File: src/rtl/id_ex_register.sv
// id_ex_register: decode-to-execute pipeline register with write-back bypass,
// load-use bubble insertion and execute-side stall/flush handling.
module id_ex_register #(
    parameter int CTRL_W = 12
) (
    input  logic              clk,
    input  logic              rst,
    input  logic              id_valid,
    input  logic [4:0]        id_rs,
    input  logic [4:0]        id_rt,
    input  logic              id_uses_rs,
    input  logic              id_uses_rt,
    input  logic [4:0]        id_dest,
    input  logic [31:0]       id_imm,
    input  logic [31:0]       id_pc,
    input  logic [CTRL_W-1:0] id_ctrl,
    input  logic              id_reg_write,
    input  logic              id_mem_read,
    input  logic [31:0]       rf_read_data1,
    input  logic [31:0]       rf_read_data2,
    input  logic              wb_reg_write_enable,
    input  logic [4:0]        wb_reg_write_addr,
    input  logic [31:0]       wb_reg_write_data,
    input  logic              ex_stall,
    input  logic              flush,
    output logic              id_stall,
    output logic              ex_valid,
    output logic [31:0]       ex_rs_data,
    output logic [31:0]       ex_rt_data,
    output logic [4:0]        ex_rs,
    output logic [4:0]        ex_rt,
    output logic [4:0]        ex_dest,
    output logic [31:0]       ex_imm,
    output logic [31:0]       ex_pc,
    output logic [CTRL_W-1:0] ex_ctrl,
    output logic              ex_reg_write,
    output logic              ex_mem_read
);
    logic              valid_q, valid_d;
    logic [31:0]       rs_data_q, rs_data_d;
    logic [31:0]       rt_data_q, rt_data_d;
    logic [4:0]        rs_q, rs_d;
    logic [4:0]        rt_q, rt_d;
    logic [4:0]        dest_q, dest_d;
    logic [31:0]       imm_q, imm_d;
    logic [31:0]       pc_q, pc_d;
    logic [CTRL_W-1:0] ctrl_q, ctrl_d;
    logic              reg_write_q, reg_write_d;
    logic              mem_read_q, mem_read_d;
    logic [31:0]       rs_res, rt_res;
    logic              hazard;

    always_comb begin
        // The register file returns the old value on read-during-write, so bypass WB here.
        rs_res = (id_rs == 5'd0) ? 32'd0 :
                 (wb_reg_write_enable && wb_reg_write_addr == id_rs) ? wb_reg_write_data : rf_read_data1;
        rt_res = (id_rt == 5'd0) ? 32'd0 :
                 (wb_reg_write_enable && wb_reg_write_addr == id_rt) ? wb_reg_write_data : rf_read_data2;
        hazard = id_valid & valid_q & mem_read_q & (dest_q != 5'd0) &
                 ((id_uses_rs & (dest_q == id_rs)) | (id_uses_rt & (dest_q == id_rt)));
        id_stall = ~flush & (ex_stall | hazard);
        valid_d = valid_q;
        rs_data_d = rs_data_q;
        rt_data_d = rt_data_q;
        rs_d = rs_q;
        rt_d = rt_q;
        dest_d = dest_q;
        imm_d = imm_q;
        pc_d = pc_q;
        ctrl_d = ctrl_q;
        reg_write_d = reg_write_q;
        mem_read_d = mem_read_q;
        if (flush) begin
            valid_d = 1'b0;
            rs_data_d = '0;
            rt_data_d = '0;
            rs_d = '0;
            rt_d = '0;
            dest_d = '0;
            imm_d = '0;
            pc_d = '0;
            ctrl_d = '0;
            reg_write_d = 1'b0;
            mem_read_d = 1'b0;
        end else if (ex_stall) begin
            // Held operands must still observe write-backs that land while we wait.
            if (wb_reg_write_enable && wb_reg_write_addr != 5'd0 && wb_reg_write_addr == rs_q)
                rs_data_d = wb_reg_write_data;
            if (wb_reg_write_enable && wb_reg_write_addr != 5'd0 && wb_reg_write_addr == rt_q)
                rt_data_d = wb_reg_write_data;
        end else if (hazard) begin
            valid_d = 1'b0;
            reg_write_d = 1'b0;
            mem_read_d = 1'b0;
        end else begin
            valid_d = id_valid;
            rs_data_d = rs_res;
            rt_data_d = rt_res;
            rs_d = id_rs;
            rt_d = id_rt;
            dest_d = id_dest;
            imm_d = id_imm;
            pc_d = id_pc;
            ctrl_d = id_ctrl;
            reg_write_d = id_reg_write & id_valid;
            mem_read_d = id_mem_read & id_valid;
        end
    end

    always_ff @(posedge clk or posedge rst) begin
        if (rst) begin
            valid_q <= 1'b0;
            rs_data_q <= '0;
            rt_data_q <= '0;
            rs_q <= '0;
            rt_q <= '0;
            dest_q <= '0;
            imm_q <= '0;
            pc_q <= '0;
            ctrl_q <= '0;
            reg_write_q <= 1'b0;
            mem_read_q <= 1'b0;
        end else begin
            valid_q <= valid_d;
            rs_data_q <= rs_data_d;
            rt_data_q <= rt_data_d;
            rs_q <= rs_d;
            rt_q <= rt_d;
            dest_q <= dest_d;
            imm_q <= imm_d;
            pc_q <= pc_d;
            ctrl_q <= ctrl_d;
            reg_write_q <= reg_write_d;
            mem_read_q <= mem_read_d;
        end
    end

    assign ex_valid = valid_q;
    assign ex_rs_data = rs_data_q;
    assign ex_rt_data = rt_data_q;
    assign ex_rs = rs_q;
    assign ex_rt = rt_q;
    assign ex_dest = dest_q;
    assign ex_imm = imm_q;
    assign ex_pc = pc_q;
    assign ex_ctrl = ctrl_q;
    assign ex_reg_write = reg_write_q;
    assign ex_mem_read = mem_read_q;
endmodule

File: config.mk
export PLATFORM = sky130hd
export DESIGN_NAME = id_ex_register
export DESIGN_NICKNAME = d
export VERILOG_FILES = /design/src/rtl/id_ex_register.sv
export SDC_FILE = /design/constraint.sdc
export NUM_CORES = 1
export LEC_CHECK = 0
export CAP_MARGIN = 10
export CORE_MARGIN = 4
export CORE_UTILIZATION = 44
export DETAILED_ROUTE_END_ITERATION = 6
export PLACE_DENSITY = 0.87
export SLEW_MARGIN = 25
export SYNTH_ARGS = -nofsm -noshare
export SYNTH_HDL_FRONTEND = slang
export SYNTH_SLANG_ARGS = --single-unit
export TNS_END_PERCENT = 30
File: constraint.sdc
create_clock -name clk -period 10.9 [get_ports clk]
set_input_delay 1.09 -clock clk [delete_from_list [all_inputs] [get_ports clk]]
set_output_delay 1.09 -clock clk [all_outputs]
set_load 0.02 [all_outputs]
Word-level counts from Yosys, hierarchy flattened
Index checks and enable logic that the tools add are counted.
{"block": "word_totals", "reg_bits": 158, "input_bits": 202, "output_inout_bits": 159, "word_cells": 85}
{"block": "classes", "n_eq_ne": 11, "mux": 39, "n_bitwise": 12, "n_reduce_logical": 12}
{"op": "2-to-1 mux 32 bit", "n": 18}
{"op": "2-to-1 mux 5 bit", "n": 9}
{"op": "2-to-1 mux 12 bit", "n": 3}
{"op": "equality test 5 bit", "n": 6}
{"op": "zero test 5 bit", "n": 2}
{"op": "nonzero test 5 bit", "n": 2}
{"op": "bitwise AND 1 bit", "n": 9}
{"op": "2-to-1 mux 1 bit", "n": 9}
{"op": "!= test 3 x 1 -> 1 bit (second input constant)", "n": 2}
{"op": "AND reduction 2 bit", "n": 3}
{"op": "logical AND 1 bit", "n": 5}
{"op": "!= test 3 bit (second input constant)", "n": 1}
{"op": "!= test 2 x 1 -> 1 bit (second input constant)", "n": 1}
{"op": "!= test 2 bit (second input constant)", "n": 1}
{"op": "OR 1 bit", "n": 2}
{"op": "NOT 1 bit", "n": 1}

Logic depth before layout (Yosys ltp)
Gate-level depths: netlist (run 1).
{"block": "depth", "depth_word": 7, "ltp_mapped": 7, "depth_no_buf": 5}

Worst setup path before layout (run 1)
Ideal clock, no wire load.
{"block": "synth_path", "path_type": "input to output", "startpoint": "input id_rs[4]", "endpoint": "output id_stall", "t_arrival_ns": 2.306, "t_required_ns": 9.810, "setup_slack_ns": 7.504, "cell_stages": 7, "n_path_buf": 2, "path_cell_list": "xnor2_1 > nand4_1 > o22ai_1 > a21oi_1 > buf_2 > buf_4 > nor2_1"}
{"block": "synth_via", "elab_chain_len": 6}
{"element": "start, declared", "line": "9", "rtl": "input logic [4:0] id_rs,"}
{"element": "equality test 5 bit", "line": "60", "rtl": "((id_uses_rs & (dest_q == id_rs)) | (id_uses_rt & (dest_q == id_rt)));"}
{"element": "bitwise AND 1 bit", "line": "60"}
{"element": "OR 1 bit", "line": "60"}
{"element": "bitwise AND 1 bit", "line": "59", "rtl": "hazard = id_valid & valid_q & mem_read_q & (dest_q != 5'd0) &"}
{"element": "OR 1 bit", "line": "61", "rtl": "id_stall = ~flush & (ex_stall | hazard);"}
{"element": "bitwise AND 1 bit", "line": "61"}
{"element": "end, declared", "line": "26", "rtl": "output logic id_stall,"}
No other way between the ends.

Final worst setup path (run 1)
Ends and elaborated chain as after synthesis.

==> results of run 1 <==
-- cells by family after synthesis --
family,Yosys count
and+or+nand+nor,240
DFF,158
muxes,155
AOI/OAI and AO/OA,79
buffers and inverters,59
xor gates and xnor gates,30
-- through the flow --
| step | hold WS, ns | worst slack [ns] | cell area, µm² | utilization |
|---|---|---|---|---|
| global placement | 0.484 | 6.27 | 12300 | 0.635 |
| floorplan | 0.610 | 5.55 | 8650 | - |
| global route | 0.519 | 6.14 | 12900 | 0.666 |
| detailed placement | 0.492 | 6.25 | 12300 | 0.636 |
| CTS | 0.511 | 6.25 | 12900 | 0.666 |
| finish | 0.508 | 6.27 | 12900 | 0.666 |
-- placed cells by master (no fill, tap or decap) --
| master | netlist | layout |
|---|---|---|
| o221ai_2 | 1 | 1 |
| clkbuf_16 | 0 | 17 |
| inv_8 | 0 | 4 |
| or4_4 | 2 | 2 |
| nand2b_1 | 182 | 182 |
| nand3_1 | 1 | 1 |
| mux2_2 | 4 | 4 |
| a21oi_1 | 2 | 1 |
| dfrtp_1 | 158 | 158 |
| clkinvlp_4 | 0 | 1 |
| a22o_1 | 65 | 65 |
| o31ai_4 | 0 | 2 |
| xor2_1 | 6 | 6 |
| nor2_1 | 6 | 6 |
| nand4_1 | 4 | 4 |
| buf_4 | 5 | 7 |
| o21ai_1 | 2 | 2 |
| clkinv_2 | 0 | 1 |
| xnor2_1 | 24 | 24 |
| a21oi_4 | 0 | 1 |
| o21ba_4 | 2 | 2 |
| a32o_1 | 2 | 2 |
| o311a_1 | 1 | 1 |
| o22ai_1 | 1 | 1 |
| nand2_1 | 4 | 4 |
| clkinv_8 | 0 | 1 |
| buf_6 | 13 | 1 |
| clkinv_4 | 0 | 1 |
| or3_1 | 1 | 1 |
| mux2i_1 | 91 | 91 |
| nor2b_1 | 33 | 33 |
| inv_1 | 2 | 1 |
| mux2_4 | 60 | 60 |
| nand3_4 | 2 | 2 |
| o21ba_2 | 1 | 1 |
| nor3_1 | 3 | 3 |
| clkdlybuf4s50_1 | 0 | 359 |
| nand4_2 | 2 | 2 |
| bufinv_16 | 0 | 1 |
| inv_6 | 0 | 7 |
-- worst max-delay path by stage --
stage	startpoint	end	slack [ns]	cells past startpoint
finish	id_rs[4]	id_stall	6.27	8
global route	id_rs[4]	id_stall	6.14	8
CTS	id_rs[4]	id_stall	6.25	8
detailed placement	id_rs[4]	id_stall	6.25	8
global placement	id_rs[4]	id_stall	6.27	8
floorplan	rst	ex_ctrl[0]	5.55	1
-- synth_stat cells, types with 2 or more instances --
| cell | n |
|---|---|
| a21oi_1 | 2 |
| a22o_1 | 65 |
| a32o_1 | 2 |
| buf_2 | 12 |
| buf_4 | 5 |
| buf_6 | 13 |
| clkbuf_1 | 27 |
| dfrtp_1 | 158 |
| inv_1 | 2 |
| mux2_2 | 4 |
| mux2_4 | 60 |
| mux2i_1 | 91 |
| nand2_1 | 4 |
| nand2b_1 | 182 |
| nand3_4 | 2 |
| nand4_1 | 4 |
| nand4_2 | 2 |
| nor2_1 | 6 |
| nor2b_1 | 33 |
| nor3_1 | 3 |
| o21ai_1 | 2 |
| o21ba_4 | 2 |
| or4_4 | 2 |
| xnor2_1 | 24 |
| xor2_1 | 6 |
-- state kept, by name (all words and copies together), names as in the netlist, 5 cells and up --
signal      cells
ex_imm         32
ex_rt           5
ex_rs_data     32
ex_pc          32
ex_rt_data     32
ex_ctrl        12
ex_dest         5
ex_rs           5
-- worst reg2reg max path, delay by kind of cell, from the launching register on --
family | cells | cell delay, ns
flops | 1 | 0.50
mux | 1 | 0.36
xor+xnor | 1 | 0.18
buf+inv | 2 | 1.38
compound gates | 2 | 0.27
simple gates | 1 | 0.14
-- routing by layer --
layer / vias up / track usage
met5: - / 0
met4: 0 / 0.0831
met3: 43 / 0.0783
met2: 301 / 0.397
met1: 3318 / 0.285
li1: 3143 / -
-- power by group through the flow --
| stage | clock network, mW | logic [mW] | registers, mW |
|---|---|---|---|
| detailed placement | 0 | 0.399 | 0.666 |
| global placement | 0 | 0.393 | 0.664 |
| CTS | 0.617 | 0.401 | 0.656 |
| floorplan | 0 | 0.152 | 0.714 |
| global route | 0.641 | 0.420 | 0.662 |
| finish | 0.603 | 0.396 | 0.656 |
-- layout make-up --
type | count | area, µm² | share of cell area
clock buffers | 17 | 425 | 0.0329
clock inverters | 15 | 165 | 0.0128
inverters | 2 | 12.5 | 0.000969
multi-input cells | 504 | 4370 | 0.338
flip-flops and latches | 158 | 3950 | 0.306
well taps | 265 | 332 | 0.0257
repair buffers | 367 | 3660 | 0.283
==> metrics, run 1 <==
Fin. Hold Viols 0; global route total overflow 0; Setup TNS 0 ns; Clk pwr share 0.364; cell family with the largest share of critical-path delay buffers and inverters; worst-case clock buffer depth 2; router iterations before antenna repair 4; Post-Synth Adder-Cell Area 0; Cells after DPL roughly 1300; IO Pins about 360; Worst-Skew Late Latency ~0.43 ns; CTS H-tree depth 4; DRT iter0 DRCs 313; sequential-to-total area share from yosys stat 0.457; worst-path fanout max 39; arrival time at the worst endpoint approximately 3.5 ns; Reg2Reg Depth 7; global-route wire length before repair 40600 µm; RSZ-0062 raised after global routing false; reg-to-reg startpoint ex_dest[1]; DRC viols 0; share of cells above drive strength 1 0.111; post-CTS resize count 0; met2 WL roughly 13000 µm; synth unique cells 33; filler instances around 1500; DR WL met3 between 2000 and 2500 µm; Most used DFF post-synth dfrtp_1; initial antenna violation count 0; crit-path max cell delay roughly 0.67 ns; Buffers & Inverters on Critical Path 3; top-area cell type share of the netlist area 0.457; CP max stage cell clkdlybuf4s50_1; Final Setup Violations 0; die width about 150 µm; XOR/XNOR Fraction of Synth Area 0.0304; Slew @ Worst Pin roughly 0.95 ns; critical path capture point type primary output; power per cell area ~130 nW/µm²; hold-critical path depth 1; Final ANT Viol Nets 0; Critical Path RT ~9.8 ns; Synth Area in Compound Gates 0.0813; P&R area growth vs syn 49.4%; post-DP HPWL around 19000 µm; CTS Hold Bufs 0; crit path launch type input pin; clock skew approximately 0.017 ns; Post-Syn Instances roughly 700; WHS Endpoint ex_reg_write; Vert. Die Dim between 100 and 150 µm; critical path class input pin to primary output; YS warnings 0; Via-to-Cell Ratio between 5 and 6; Post-CTS Setup Bufs 0; Starting Density 0.446; Gate power share 0.239; top sig layer met4; Reg power frac 0.396; syn avg cell area 12.0 µm²; core box area about 19000 µm²; I/O Buffers 360; Final min period around 4.6 ns; Die ar. ~22000 µm²; Synth area leader dfrtp_1; multiplexer area fraction after synthesis 0.215; reg-to-reg endpoint ex_pc[7]; Pint 1.18 mW; Hold Startpoint ex_reg_write; Tot Pwr between 1.5 and 2 mW; EDFF count, synth 0; Final Cycle Share 0.425; combinational family with the most area after synthesis multiplexers; reg2reg setup slack 7.99 ns; TritonCTS clock tree built; # diodes 0; Simple-Gate Fraction of Synth Area 0.175; post-synthesis net count 923; vias approximately 6800; # rows 51; P_sw 480 µW; maxcap violations 0; Num CTS Buffers 17; VDD IR max around 130 µV; critical path, cell by cell clkdlybuf4s50_1 -> xnor2_1 -> nand4_1 -> o22ai_1 -> a21oi_4 -> buf_4 -> nor2_1 -> clkdlybuf4s50_1; vias in the first global route 7325; largest net degree at the start of global routing 111; drt wl/cell 19.8 µm; post-synthesis cell area 8650 µm²; GR Util All Layers 0.236; switching share of power 0.290; Hold Path Class register to register; Slew HR 0.367; clock tree sinks approximately 160; FMAX around 220 MHz; root buf cell clkbuf_16; Final #Nets 1252; Crit path top cell by count clkdlybuf4s50_1; status complete, no violations; clock transition at the registers of the reported paths 0.06 ns; Pins Over Slew Limit 0; Post-synth ARST share 1.00; WL final 26300 µm; Metal-1 WL 10400 µm; Synth area leaders dfrtp_1 46%, nand2b_1 13%, mux2i_1 11%; Layout Cells excl Fill around 1300; post-synthesis register bit count around 160; leakage 5.71 nW; GPL Wtd Cong ~0.90
(Power assumes the default switching activity.)
==> run 2, diff against run 1 <==
==> constraint.sdc (replaced) <==
create_clock -name clk -period 4.7 [get_ports clk]
set_input_delay 0.47 -clock clk [delete_from_list [all_inputs] [get_ports clk]]
set_output_delay 0.47 -clock clk [all_outputs]
set_load 0.02 [all_outputs]
==> run 2 against run 1 <==
Against the previous run: clock power increased by 120%; combinational power increased by 130%; core utilization decreased by 0.13 points.
==> metrics, run 2 (synthesized netlist as in run 1, its figures left out) <==
clock skew 0.0123 ns; WL final roughly 26000 µm; vias slightly below 7000; final worst setup slack 1.67 ns; pre-CTS setup slack ~1.6 ns; global-route wire length before repair 40400 µm; Starting Density 0.446; # rows 51; RSZ-0062 raised after global routing false; largest net degree at the start of global routing between 150 and 200; core box area between 15000 and 20000 µm²; maxcap violations 0; Die ar. approximately 22000 µm²; Final #Nets about 1300; DRC viols 0; FMAX 331 MHz; Final min period approximately 3 ns; share of cells above drive strength 1 0.108; reg2reg setup slack 2.19 ns; placed inst area approximately 12000 µm²; VDD IR max approximately 220 µV; Pins Over Slew Limit 0; GPL Wtd Cong roughly 0.9; router iterations before antenna repair 4; global route total overflow 0; CTS H-tree depth 4; initial antenna violation count 0; Final Cycle Share 0.644; crit path launch type input pin; WHS Endpoint ex_reg_write; die width about 150 µm; GR Util All Layers 0.235; Via-to-Cell Ratio between 5 and 6; Worst-Skew Late Latency between 0.4 and 0.5 ns; Hold Path Class register to register; Tot Pwr 3.79 mW; Setup TNS 0 ns; Final ANT Viol Nets 0; critical path class input pin to primary output; Num CTS Buffers 17; critical path capture point type primary output; Post-CTS Setup Bufs 0; worst-path fanout max 5; Final Setup Violations 0; root buf cell clkbuf_16; leakage roughly 5.7 nW; hold-critical path depth 1; P&R area growth vs syn 49.1%; commonest non-fill, non-tap cells in the layout 359 x clkdlybuf4s50_1, 182 x nand2b_1, 158 x dfrtp_1; worst-case clock buffer depth 2; post-CTS resize count 0; Reg2Reg Depth 5; post-DP HPWL about 19000 µm; DRT iter0 DRCs 322; most common cell after layout, fill and taps aside clkdlybuf4s50_1; drt wl/cell 19.9 µm; TritonCTS clock tree built; # diodes 0; reg-to-reg startpoint ex_dest[0]; IO Pins roughly 360; reg-to-reg endpoint ex_rt_data[14]; vias in the first global route between 7000 and 8000; filler instances 1471; final core utilization 0.665; CTS Hold Bufs 0; CP startpoint id_rt[0]; power per cell area 294 nW/µm²; Critical Path RT ~4.2 ns; Slew @ Worst Pin just under 1 ns; clock tree sinks 158; clock transition at the registers of the reported paths ~0.060 ns; status complete, no violations; Slew HR 0.359; Vert. Die Dim roughly 150 µm; fin area around 13000 µm²; I/O Buffers between 300 and 400; Hold Startpoint ex_reg_write; Fin. Hold Viols 0; arrival time at the worst endpoint between 2 and 3 ns; WHS around 0.5 ns; Cells after DPL 1294; Layout Cells excl Fill between 1000 and 1500
## run 2: cell count changes in the layout (fill, tap and decap cells not counted)
cell,change
buf_4,-3
clkinvlp_4,+2
clkinv_4,+2
inv_6,-2
inv_8,-3
clkbuf_1,+1
buf_12,+2
buf_6,-1
clkinv_8,-1
## run 2: critical path, cell delays in order
cell and delay (ns):
clkdlybuf4s50_1 0.57, xnor2_1 0.15, nand4_1 0.18, o22ai_1 0.29
a21oi_4 0.11, nor2_1 0.10, clkdlybuf4s50_1 0.67
## run 2: worst max-delay path by stage
stage                       endpoint  slack, ns  cells past startpoint
after global placement      id_stall       1.65                      7
final                       id_stall       1.67                      7
after detailed placement    id_stall       1.63                      7
after floorplan           ex_ctrl[0]       2.23                      1
after global routing        id_stall       1.51                      7
after CTS                   id_stall       1.63                      7
## run 2: area by class of cell
type | count | area (µm²) | area share
clock inverter | 13 | 131 | 0.0102
sequential | 158 | 3950 | 0.307
timing repair buffer | 365 | 3660 | 0.284
tap | 265 | 332 | 0.0257
clock buffer | 18 | 429 | 0.0333
inverter | 2 | 11.3 | 0.000873
multi-input combinational | 504 | 4370 | 0.339
## run 2: layer usage
layer  part of all wire  global-route usage  vias up
met2               0.48               0.382      302
met1               0.40               0.293     3313
met3               0.10              0.0859       36
li1                   -                   -     3124
met4              0.023              0.0748        0
met5                  0                   0        -
## run 2: report_power, final
part           leakage, nW  switching, mW  internal (mW)  total (mW)
Clock                0.270          0.606          0.741        1.35
Combinational         3.34          0.404          0.513       0.917
Sequential            2.08         0.0683           1.46        1.52
==> run 3, diff against run 2 <==
==> constraint.sdc (replaced) <==
create_clock -name clk -period 3.1 [get_ports clk]
set_input_delay 0.31 -clock clk [delete_from_list [all_inputs] [get_ports clk]]
set_output_delay 0.31 -clock clk [all_outputs]
set_load 0.02 [all_outputs]
==> run 3 against run 2 <==
Against the previous run: clock skew is 0.0017 ns higher; clock power is 50% higher; via count is 0.69% higher; power is 52% higher; die area stayed put; non-clock buffer count is 11 higher; critical endpoint unchanged; highest routed layer unchanged; final area is 0.95% higher.
==> metrics, run 3 (synthesized netlist as in run 1, its figures left out) <==
initial antenna violation count 0; VDD IR max 346 µV; Critical Path RT roughly 2.8 ns; vias in the first global route approximately 7300; Pins Over Slew Limit 0; FMAX 355 MHz; arrival time at the worst endpoint about 2.5 ns; Worst-Skew Late Latency 0.42 ns; reg-to-reg startpoint ex_dest[1]; RSZ-0062 raised after global routing false; GR Util All Layers 0.236; clock skew roughly 0.014 ns; clock tree sinks 158; root buf cell clkbuf_16; DRC viols 0; clock transition at the registers of the reported paths approximately 0.070 ns; Final #Nets approximately 1300; cell family with the largest share of critical-path delay buffers and inverters; post-CTS resize count 0; Starting Density 0.446; global route total overflow 0; post-DP HPWL approximately 19000 µm; maxcap violations 0; Setup TNS 0 ns; IO Pins approximately 360; CP max stage cell clkdlybuf4s50_1; DRT iter0 DRCs around 300; status complete, no violations; Vert. Die Dim roughly 150 µm; largest net degree at the start of global routing 95; Die ar. roughly 22000 µm²; Via-to-Cell Ratio 5.10; share of cells above drive strength 1 0.118; Final min period about 2.8 ns; core box area 19400 µm²; critical path class register to primary output; placed inst area between 10000 and 15000 µm²; Final ANT Viol Nets 0; P&R area growth vs syn 50.5%; # diodes 0; Buffers & Inverters on Critical Path 1; router iterations before antenna repair 4; Final Setup Violations 0; CTS H-tree depth 4; fin area around 13000 µm²; Slew @ Worst Pin roughly 0.7 ns; CP Depth 6; WHS between 0.3 and 0.4 ns; Slew HR 0.538; crit path launch type register; die width 148 µm; leakage approximately 5.8 nW; CTS Hold Bufs 0; # rows roughly 50; TritonCTS clock tree built; Reg2Reg Depth 6; crit-path max cell delay just under 0.7 ns; drt wl/cell 19.6 µm; worst-case clock buffer depth 2; commonest non-fill, non-tap cells in the layout 359 x clkdlybuf4s50_1, 182 x nand2b_1, 158 x dfrtp_1; Post-CTS Setup Bufs 0; vias between 6000 and 7000; worst-path fanout max 5; Hold Path Class input pin to asynchronous set/reset pin; I/O Buffers 360; reg-to-reg endpoint ex_rs_data[22]; Tot Pwr ~5.7 mW; power per cell area about 440 nW/µm²; most common cell after layout, fill and taps aside clkdlybuf4s50_1; Final Cycle Share 0.908; critical path, cell by cell xnor2_1 -> nand4_1 -> o22ai_1 -> a21oi_4 -> nor2_1 -> clkdlybuf4s50_1; Num CTS Buffers 17; GPL Wtd Cong a little under 0.9; reg2reg setup slack 0.79 ns; critical path capture point type primary output; WL final approximately 26000 µm; global-route wire length before repair 40800 µm; Fin. Hold Viols 0
run 3: worst max-delay path by stage:
stage                     slack [ns]         end        from
after floorplan                 0.79  ex_ctrl[0]         rst
final                           0.28    id_stall  ex_dest[1]
after global routing            0.15    id_stall  ex_dest[1]
after global placement          0.36    id_stall    id_rs[2]
after CTS                       0.22    id_stall  ex_dest[1]
after detailed placement        0.34    id_stall    id_rs[1]
run 3: routing by layer:
metal	track usage	share of wire	vias to the layer above
li1	-	-	3152
met2	0.384	0.47	306
met4	0.0928	0.031	0
met3	0.0856	0.10	48
met1	0.286	0.40	3316
met5	0	0	-
run 3: metrics by stage:
stage	util	cells	setup WS, ns
2_1_floorplan	-	721	0.789
3_3_place_gp	0.642	1305	0.362
3_5_place_dp	0.642	1305	0.337
4_1_cts	0.671	1337	0.224
5_1_grt	0.671	1337	0.152
6_report	0.671	1337	0.284
run 3: layout make-up:
class	instances	area, µm²
Multi-Input combinational cell	504	4370
Inverter	2	11.3
Timing Repair Buffer	376	3780
Fill cell	1461	6380
Clock buffer	19	443
Tap cell	265	332
Sequential cell	158	3950
Clock inverter	13	120
run 3: worst register-to-register path, cell delays in order (launching register included):
cell,delay (ns)
dfrtp_1,0.48
xnor2_1,0.23
nand4_1,0.17
o221ai_2,0.40
nand3_4,0.31
buf_12,0.28
mux2_4,0.33
run 3: power breakdown:
group	switching, mW	internal (mW)
sequential	0.101	2.21
clock	0.951	1.08
combinational	0.614	0.787
